===== src/rtl/hps_spi_pkg.sv =====
// hps_spi_pkg
//   Shared constants and types for the HPS<->FPGA SPI command bridge.
//   IF_VERSION         : interface revision reported in the status word
//   ST_FPGA/ST_OSD/ST_IO : bit positions of the enable lines in the status word
//   frame_state_e      : chip-select frame state (IDLE / SHIFT)
package hps_spi_pkg;

    localparam logic [7:0] IF_VERSION = 8'h02;

    localparam int ST_FPGA = 8;
    localparam int ST_OSD  = 9;
    localparam int ST_IO   = 10;

    typedef enum logic {
        IDLE  = 1'b0,
        SHIFT = 1'b1
    } frame_state_e;

endpackage


===== src/rtl/hps_spi_rx_fifo.sv =====
// hps_spi_rx_fifo
//   Synchronous FIFO with count-based full/empty. DEPTH must be a power of
//   two >= 2 so the pointers wrap naturally.
//   clk_sys, reset_n : clock, async active-low reset
//   push, push_data  : write request / data (ignored while full unless popping)
//   pop              : read request (ignored while empty)
//   head             : entry at the read pointer
//   full, empty      : occupancy flags
module hps_spi_rx_fifo #(
    parameter int WIDTH = 17,
    parameter int DEPTH = 4
) (
    input  logic             clk_sys,
    input  logic             reset_n,
    input  logic             push,
    input  logic [WIDTH-1:0] push_data,
    input  logic             pop,
    output logic [WIDTH-1:0] head,
    output logic             full,
    output logic             empty
);
    localparam int AW = $clog2(DEPTH);

    logic [DEPTH-1:0][WIDTH-1:0] mem;
    logic [AW-1:0]               wr_ptr, rd_ptr;
    logic [AW:0]                 count;
    logic                        do_push, do_pop;

    assign empty   = (count == '0);
    assign full    = (count == (AW+1)'(DEPTH));
    assign do_pop  = pop && !empty;
    // A push into a full queue still lands when the head leaves this cycle.
    assign do_push = push && (!full || do_pop);
    assign head    = mem[rd_ptr];

    always_ff @(posedge clk_sys or negedge reset_n) begin
        if (!reset_n) begin
            mem    <= '0;
            wr_ptr <= '0;
            rd_ptr <= '0;
            count  <= '0;
        end else begin
            if (do_push) begin
                mem[wr_ptr] <= push_data;
                wr_ptr      <= wr_ptr + 1'b1;
            end
            if (do_pop)
                rd_ptr <= rd_ptr + 1'b1;
            case ({do_push, do_pop})
                2'b10:   count <= count + 1'b1;
                2'b01:   count <= count - 1'b1;
                default: count <= count;
            endcase
        end
    end

endmodule


===== src/rtl/hps_spi_bridge.sv =====
// hps_spi_bridge
//   Mode-0 SPI slave oversampled in clk_sys. Received words go to the core as
//   a one-cycle strobe, or (HPS_SPI_RXFIFO_EN defined) through a valid/ready
//   FIFO with a sticky overrun flag. The first MISO word of each frame can be
//   a status word carrying IF_VERSION and the enable lines.
//   Optional feature macro: HPS_SPI_RXFIFO_EN
//   Ports:
//     clk_sys, reset_n          : system clock, async active-low reset
//     spi_clk/spi_mosi/spi_cs   : async SPI inputs (cs active low)
//     spi_miso                  : serial data out, 0 outside a frame
//     fpga/osd/io_enable        : status lines
//     tx_word                   : next word to shift out
//     rx_word/rx_first/rx_valid : received word, first-of-frame flag, valid
//     rx_ready                  : consumer ready (FIFO build only)
//     io_strobe                 : pulse per completed word
//     status                    : registered {io, osd, fpga} enables
//     overrun / overrun_clr     : sticky drop flag and its clear
module hps_spi_bridge
    import hps_spi_pkg::*;
#(
    parameter int WORD_W       = 16,
    parameter bit STATUS_FIRST = 1'b1,
    parameter int FIFO_DEPTH   = 4
) (
    input  logic              clk_sys,
    input  logic              reset_n,
    input  logic              spi_clk,
    input  logic              spi_mosi,
    input  logic              spi_cs,
    output logic              spi_miso,
    input  logic              fpga_enable,
    input  logic              osd_enable,
    input  logic              io_enable,
    input  logic [WORD_W-1:0] tx_word,
    output logic [WORD_W-1:0] rx_word,
    output logic              rx_first,
    output logic              rx_valid,
    input  logic              rx_ready,
    output logic              io_strobe,
    output logic [2:0]        status,
    output logic              overrun,
    input  logic              overrun_clr
);
    localparam int               CNT_W    = $clog2(WORD_W);
    localparam logic [CNT_W-1:0] LAST_BIT = CNT_W'(WORD_W - 1);

    typedef struct packed {
        logic              first;
        logic [WORD_W-1:0] word;
    } rx_ent_t;

    // ---- synchronisers and edge detectors ----
    logic [1:0] clk_sync, cs_sync, mosi_sync;
    logic       clk_d, cs_d;

    always_ff @(posedge clk_sys or negedge reset_n) begin
        if (!reset_n) begin
            clk_sync  <= '0;
            cs_sync   <= '0;
            mosi_sync <= '0;
            clk_d     <= 1'b0;
            cs_d      <= 1'b0;
        end else begin
            clk_sync  <= {clk_sync[0], spi_clk};
            cs_sync   <= {cs_sync[0], spi_cs};
            mosi_sync <= {mosi_sync[0], spi_mosi};
            clk_d     <= clk_sync[1];
            cs_d      <= cs_sync[1];
        end
    end

    // cs_d resets low, so a frame already in progress at reset release never
    // produces a falling edge; the block waits for CS to toggle.
    logic cs_fall;
    assign cs_fall = cs_d && !cs_sync[1];

    // ---- frame FSM ----
    frame_state_e state, state_nxt;

    always_ff @(posedge clk_sys or negedge reset_n) begin
        if (!reset_n) state <= IDLE;
        else          state <= state_nxt;
    end

    always_comb begin
        state_nxt = state;
        case (state)
            IDLE:    if (cs_fall)    state_nxt = SHIFT;
            SHIFT:   if (cs_sync[1]) state_nxt = IDLE;
            default: state_nxt = IDLE;
        endcase
    end

    logic in_frame, frame_start, frame_abort, sclk_rise, sclk_fall, word_done;

    assign in_frame    = (state == SHIFT) && !cs_sync[1];
    assign frame_start = (state == IDLE) && cs_fall;
    assign frame_abort = (state == SHIFT) && cs_sync[1];
    assign sclk_rise   = in_frame && clk_sync[1] && !clk_d;
    assign sclk_fall   = in_frame && !clk_sync[1] && clk_d;

    // ---- shift registers ----
    logic [CNT_W-1:0]  bit_cnt;
    logic              first;
    logic [WORD_W-2:0] rx_sr;
    logic [WORD_W-1:0] tx_sr;
    logic [WORD_W-1:0] rx_next;
    logic [WORD_W-1:0] status_word;

    assign word_done = sclk_rise && (bit_cnt == LAST_BIT);
    assign rx_next   = {rx_sr, mosi_sync[1]};

    always_comb begin
        status_word          = '0;
        status_word[7:0]     = IF_VERSION;
        status_word[ST_FPGA] = status[0];
        status_word[ST_OSD]  = status[1];
        status_word[ST_IO]   = status[2];
    end

    always_ff @(posedge clk_sys or negedge reset_n) begin
        if (!reset_n) begin
            bit_cnt <= '0;
            first   <= 1'b0;
            rx_sr   <= '0;
            tx_sr   <= '0;
        end else if (frame_start) begin
            bit_cnt <= '0;
            first   <= 1'b1;
            tx_sr   <= STATUS_FIRST ? status_word : tx_word;
        end else if (frame_abort) begin
            bit_cnt <= '0;
        end else if (sclk_rise) begin
            rx_sr <= rx_next[WORD_W-2:0];
            if (word_done) begin
                bit_cnt <= '0;
                first   <= 1'b0;
                tx_sr   <= tx_word;
            end else begin
                bit_cnt <= bit_cnt + 1'b1;
            end
        end else if (sclk_fall && bit_cnt != '0) begin
            // The falling edge that closes a word (bit_cnt back at 0) must not
            // shift: the freshly reloaded MSB is the next word's first bit.
            tx_sr <= {tx_sr[WORD_W-2:0], 1'b0};
        end
    end

    assign spi_miso = in_frame ? tx_sr[WORD_W-1] : 1'b0;

    // ---- capture stage ----
    rx_ent_t cap;

    always_ff @(posedge clk_sys or negedge reset_n) begin
        if (!reset_n) begin
            io_strobe <= 1'b0;
            cap       <= '0;
            status    <= '0;
        end else begin
            io_strobe <= word_done;
            status    <= {io_enable, osd_enable, fpga_enable};
            if (word_done) begin
                cap.first <= first;
                cap.word  <= rx_next;
            end
        end
    end

`ifdef HPS_SPI_RXFIFO_EN
    rx_ent_t fifo_head, hold_q;
    logic    fifo_full, fifo_empty, fifo_pop, fifo_drop, overrun_q;

    assign rx_valid  = !fifo_empty;
    assign fifo_pop  = rx_valid && rx_ready;
    assign fifo_drop = io_strobe && fifo_full && !fifo_pop;

    hps_spi_rx_fifo #(
        .WIDTH ($bits(rx_ent_t)),
        .DEPTH (FIFO_DEPTH)
    ) u_rx_fifo (
        .clk_sys   (clk_sys),
        .reset_n   (reset_n),
        .push      (io_strobe),
        .push_data (cap),
        .pop       (fifo_pop),
        .head      (fifo_head),
        .full      (fifo_full),
        .empty     (fifo_empty)
    );

    // Remember the last popped entry so rx_word holds while the queue is empty.
    always_ff @(posedge clk_sys or negedge reset_n) begin
        if (!reset_n) begin
            hold_q    <= '0;
            overrun_q <= 1'b0;
        end else begin
            if (fifo_pop)
                hold_q <= fifo_head;
            if (fifo_drop)
                overrun_q <= 1'b1;
            else if (overrun_clr)
                overrun_q <= 1'b0;
        end
    end

    assign rx_word  = fifo_empty ? hold_q.word  : fifo_head.word;
    assign rx_first = fifo_empty ? hold_q.first : fifo_head.first;
    assign overrun  = overrun_q;
`else
    assign rx_word  = cap.word;
    assign rx_first = cap.first;
    assign rx_valid = io_strobe;
    assign overrun  = 1'b0;

    logic unused_cfg;
    assign unused_cfg = &{1'b0, rx_ready, overrun_clr, FIFO_DEPTH[0]};
`endif

endmodule


===== config.mk =====
export PLATFORM = sky130hd
export DESIGN_NAME = hps_spi_bridge
export DESIGN_NICKNAME = d
export VERILOG_FILES = /design/src/rtl/hps_spi_pkg.sv /design/src/rtl/hps_spi_rx_fifo.sv /design/src/rtl/hps_spi_bridge.sv
export SDC_FILE = /design/constraint.sdc
export NUM_CORES = 1
export LEC_CHECK = 0
export BUFFER_PORTS_ARGS = -buffer_cell sky130_fd_sc_hd__buf_2
export CAP_MARGIN = 30
export CORE_ASPECT_RATIO = 1.25
export CORE_UTILIZATION = 55
export DETAILED_ROUTE_END_ITERATION = 10
export GPL_TIMING_DRIVEN = 0
export PLACE_DENSITY = 0.8
export SYNTH_ARGS = -nofsm -noshare
export SYNTH_HDL_FRONTEND = slang
export SYNTH_HIERARCHICAL = 1
export SYNTH_SLANG_ARGS = --single-unit

===== constraint.sdc =====
create_clock -name clk_sys -period 4 [get_ports clk_sys]
set_input_delay 0.8 -clock clk_sys [delete_from_list [all_inputs] [get_ports clk_sys]]
set_output_delay 0.8 -clock clk_sys [all_outputs]
set_load 0.02 [all_outputs]

# Word-level counts from Yosys, hierarchy flattened
# Index checks and enable logic that the tools add are counted.
[word_totals] regBits=66 word_cells=59 out_inout_bits=24 in_bits=26
[op_classes] n_bitwise=3 eq_ne=3 n_mux=17 addsub=1 n_reduce_logical=21
[op_table] op="16-bit 2-to-1 mux" count=5
[op_table] op="4-bit 2-to-1 mux" count=4
[op_table] op="1-bit logical AND" count=10
[op_table] op="3-bit AND reduction" count=3
[op_table] op="1-bit 2-to-1 mux" count=7
[op_table] op="3-bit nonzero test" count=2
[op_table] op="4-bit by 1-bit adder with 4-bit output, second input constant" count=1
[op_table] op="4-bit equality test, second input constant" count=1
[op_table] op="2-bit nonzero test" count=2
[op_table] op="4-bit nonzero test" count=1
[op_table] op="1-bit zero test" count=3
[op_table] op="3-bit by 2-bit inequality test with 1-bit output, second input constant" count=1
[op_table] op="1-bit NOT" count=3
[op_table] op="2-bit inequality test, second input constant" count=1
[op_table] op="1-bit case mux with 2 select lines" count=1

# Logic depth before layout (Yosys ltp)
[logic_depth] word_depth=9 mapped_depth=7 ltp_nobuf=6

# Worst setup path after synthesis
# Ideal clock, no wire load.
[synth_timing] path_type="register -> register" start="register cs_sync[1]" end="register rx_sr[0]" n_path_buf=2 synth_period_minus_slack_ps=1573 stages_incl_launch_ff=5 setup_ps=125 required_ps=3875 slack_ps=2427 t_arrival_ps=1448 cell_sequence="dfrtp_1 and4bb_4 buf_4 buf_4 mux2_2"
[synth_via] elab_chain_len=5 word_cells_on_any_way=10 cone_classes="2 x bitwise; 8 x reduce/logical"
[synth_rtl] element="start, declared" line_no="hps_spi_bridge.sv:53" text="logic [1:0] clk_sync, cs_sync, mosi_sync;"
[synth_rtl] element="start signal, assigned" line_no="hps_spi_bridge.sv:65" text="cs_sync <= {cs_sync[0], spi_cs};"
[synth_rtl] element="1-bit zero test" line_no="hps_spi_bridge.sv:75, hps_spi_bridge.sv:96"
[synth_rtl] element="1-bit logical AND, on equally long branches" line_no="hps_spi_bridge.sv:96, hps_spi_bridge.sv:75"
[synth_rtl] element="1-bit logical AND, on equally long branches" line_no="hps_spi_bridge.sv:99, hps_spi_bridge.sv:97"
[synth_rtl] element="1-bit logical AND / 1-bit NOT (equally long branches)"
[synth_rtl] element="3-bit AND reduction (no source line) *"
[synth_rtl] element="end signal, assigned" line_no="hps_spi_bridge.sv:134" text="rx_sr <= rx_next[WORD_W-2:0];"
[synth_rtl] element="end, declared" line_no="hps_spi_bridge.sv:105" text="logic [WORD_W-2:0] rx_sr;"
# Mark *: on every way between the ends. The rest lies on a longest branch, timed or not.
# A chain may end at the register's enable or synchronous reset.

# Worst setup path in the final report
[layout_timing] start="register cs_sync[1]" end="output port spi_miso"
[layout_via] elab_chain_len=3
[layout_rtl] element="1-bit zero test" line_no="hps_spi_bridge.sv:96" text="assign in_frame = (state == SHIFT) && !cs_sync[1];"
[layout_rtl] element="1-bit logical AND" line_no="hps_spi_bridge.sv:96"
[layout_rtl] element="1-bit 2-to-1 mux" line_no="hps_spi_bridge.sv:149" text="assign spi_miso = in_frame ? tx_sr[WORD_W-1] : 1'b0;"
[layout_rtl] element="end, declared" line_no="hps_spi_bridge.sv:30" text="output logic spi_miso,"
# Every way passes these cells.

==> results_dict.tcl <==
set metrics [dict create \
    status "complete, no violations" \
    first_iter_violations 88 \
    maxCapViolations 0 \
    cts.path.max_buffers 2 \
    dr_wl_met3_um 194 \
    async_flop_share_pct 100 \
    crit_type "reg -> out" \
    power.density_mw_per_mm2 390 \
    yosysMostFrequentCell "dfrtp_1" \
    final_cell_area_mm2 0.00326 \
    synth_area_mm2 0.00279 \
    path_clk_slew_ns 0.06 \
    dp_hpwl_um 3580 \
    final.setup.tns_ns 0 \
    synth-main-ff-cell "dfrtp_1" \
    worstPathMaxFanout 8 \
    fp.coreArea_mm2 0.00480 \
    area_delta_synth_final_pct 16.9 \
    seqCellArea_mm2 0.00165 \
    place_inst 341 \
    highest_layer "met4" \
    first_global_vias 1856 \
    grt_start_max_net_pins 67 \
    synth.area.top_cells "dfrtp_1 59%, nand2_1 8.1%, mux2_2 6.1%, mux2i_1 5.0%, a211oi_2 4.9%" \
    rsz0062_at_grt "false" \
    clock_latency_ns 0.34 \
    layout.nets 320 \
    synthTopCellsByCount "66 x dfrtp_1, 60 x nand2_1, 15 x mux2_2, 14 x mux2i_1, 12 x nor3_1" \
    cts_resized 0 \
    post_cts_buffers 0 \
    setup_viol 0 \
    wl_met1_um 2280 \
    fin_crit_ns 1.98 \
    yosysSeqAreaShare_pct 59.2 \
    maxSlewViolCount 0 \
    antenna_found_initial 0 \
    synth_top_area_share_pct 59.2 \
    critPathCaptureType "output pin" \
    drive_above_1_share_pct 35.4 \
    cts_tree "done" \
    synth_cells 235 \
    ys_ff_latch 66 \
    multi_input_area_mm2 0.00103 \
    power_leakage_uw 0.00169 \
    overflow 0 \
    syn_nets 263 \
    yosys_warnings 6 \
    avgSynthCellArea_um2 11.9 \
    fin_cells 357 \
    vdd_ir_drop_max_mv 0.301 \
    fillers 380 \
    gp_congestion 0.806 \
    synth_cell_type_count 32 \
    hold_viol 0 \
    grt_pass1_wl_um 8400 \
    track_usage_pct 21.4 \
    ant_nets 0 \
    diodes 0 \
    cts_hold_buf 0 \
    cts_num_sinks 66 \
    worstMarginPinSlew_ns 0.815 \
    wl_met2_um 2610 \
    portBuffers 46 \
    cts_root_buf "clkbuf_8" \
    fmax_mhz 504 \
    yosysTopAreaCell "dfrtp_1" \
    avgRoutedWirePerCell_um 14.5 \
    worstPathRequired_ns 3.20 \
    hold_class "reg -> reg" \
    cts_buffers 9 \
    start_util_pct 58.2 \
    drc 0 \
    drtPass1Iterations 4 \
    wirelength_um 5180 \
    slew_headroom_pct 45.7 \
    die_x_um 65.7 \
    die_area_mm2 0.00537 \
    die_h_um 81.7 \
    fin_crit_sh_pct 49.6 \
    placed_cell_area_mm2 0.00310 \
    num_vias 1901 \
    cp.arrival_ns 1.18 \
    synth_edf_count 0 \
    critPathLaunchType "flop" \
    clock_skew_ns 0.00813 \
    vias_per_cell 5.32 \
    cts_max_level 3 \
    std_cell_rows 28 \
    ios 50 \
]
## placed cells by master, fill, tap and decap left out, types with 4 or more instances in the layout
| cell type | instances |
|---|---|
| buf_2 | 51 |
| nor2_1 | 4 |
| nand2_1 | 60 |
| mux2_2 | 15 |
| buf_4 | 10 |
| o21ai_0 | 5 |
| dfrtp_1 | 66 |
| clkbuf_8 | 10 |
| nor3_1 | 12 |
| a211oi_2 | 11 |
| mux2i_1 | 14 |
## area by class of cell
| cell class | count | area share, % |
|---|---|---|
| buffer | 15 | 2.99 |
| clock buffer | 13 | 4.56 |
| sequential | 66 | 50.6 |
| multi-input combinational | 150 | 31.5 |
| tap | 60 | 2.30 |
| clock inverter | 3 | 0.460 |
| inverter | 4 | 0.460 |
| timing repair buffer | 46 | 7.13 |
## per-layer routing
metal	vias to the layer above	global-route usage, %
met2	36	35.2
met4	0	11.1
met1	930	26.1
li1	925	-
met5	-	0
met3	10	5.14
## critical path, cell delays in order (launching register included)
cell and delay (ns):
dfrtp_1 0.47, and3b_1 0.23, buf_2 0.15
## metrics by stage
stage	hold slack (ns)	setup WS (ns)	utilization (%)	power, uW
3_3_place_gp	0.334	1.89	64.5	812
3_5_place_dp	0.337	2.16	64.6	818
5_1_grt	0.355	1.95	68.0	1320
6_report	0.349	2.02	68.0	1270
4_1_cts	0.352	2.00	68.0	1290
2_1_floorplan	0.331	2.43	-	777
## logic make-up (layout without fill, tap and decap cells)
family,after synthesis,count (layout),synth area share [%]
AND/OR/NAND/NOR,90,90,15.2
flip-flops,66,66,59.2
multiplexers,29,29,11.1
AO/OA/AOI/OAI,28,28,9.50
buffers and inverters,19,81,4.03
adder cells (fa/ha/maj),2,2,0.896
other,1,1,0.134
## power breakdown
part           internal (uW)  switching (uW)  total [uW]
clock network            239             229         468
logic                   41.8            44.8        86.6
registers                697            19.8         717
## registers in the layout, indices dropped and copies added (netlist names)
| register | flops |
|---|---|
| bit_cnt | 4 |
| clk_d | 1 |
| clk_sync | 2 |
| cs_d | 1 |
| cs_sync | 2 |
| first | 1 |
| io_strobe | 1 |
| mosi_sync | 2 |
| rx_first | 1 |
| rx_sr | 15 |
| rx_word | 16 |
| state | 1 |
| status | 3 |
| tx_sr | 16 |
## worst paths after layout
check                      depth (start not counted)  slack [ns]              startpoint                    end
setup / recovery                                   2        2.02    cs_sync[1]$_DFF_PN0_               spi_miso
hold reg to reg                                    0        0.35   clk_sync[0]$_DFF_PN0_  clk_sync[1]$_DFF_PN0_
min in group asynchronous                          1        0.54                 reset_n        state$_DFF_PN0_
hold / removal                                     0        0.35   clk_sync[0]$_DFF_PN0_  clk_sync[1]$_DFF_PN0_
setup reg to reg                                   7        2.18  bit_cnt[0]$_DFFE_PN0P_   tx_sr[7]$_DFFE_PN0P_
max in group asynchronous                          1        2.91                 reset_n  tx_sr[11]$_DFFE_PN0P_
Note: power is estimated with default switching activity, not from simulation.
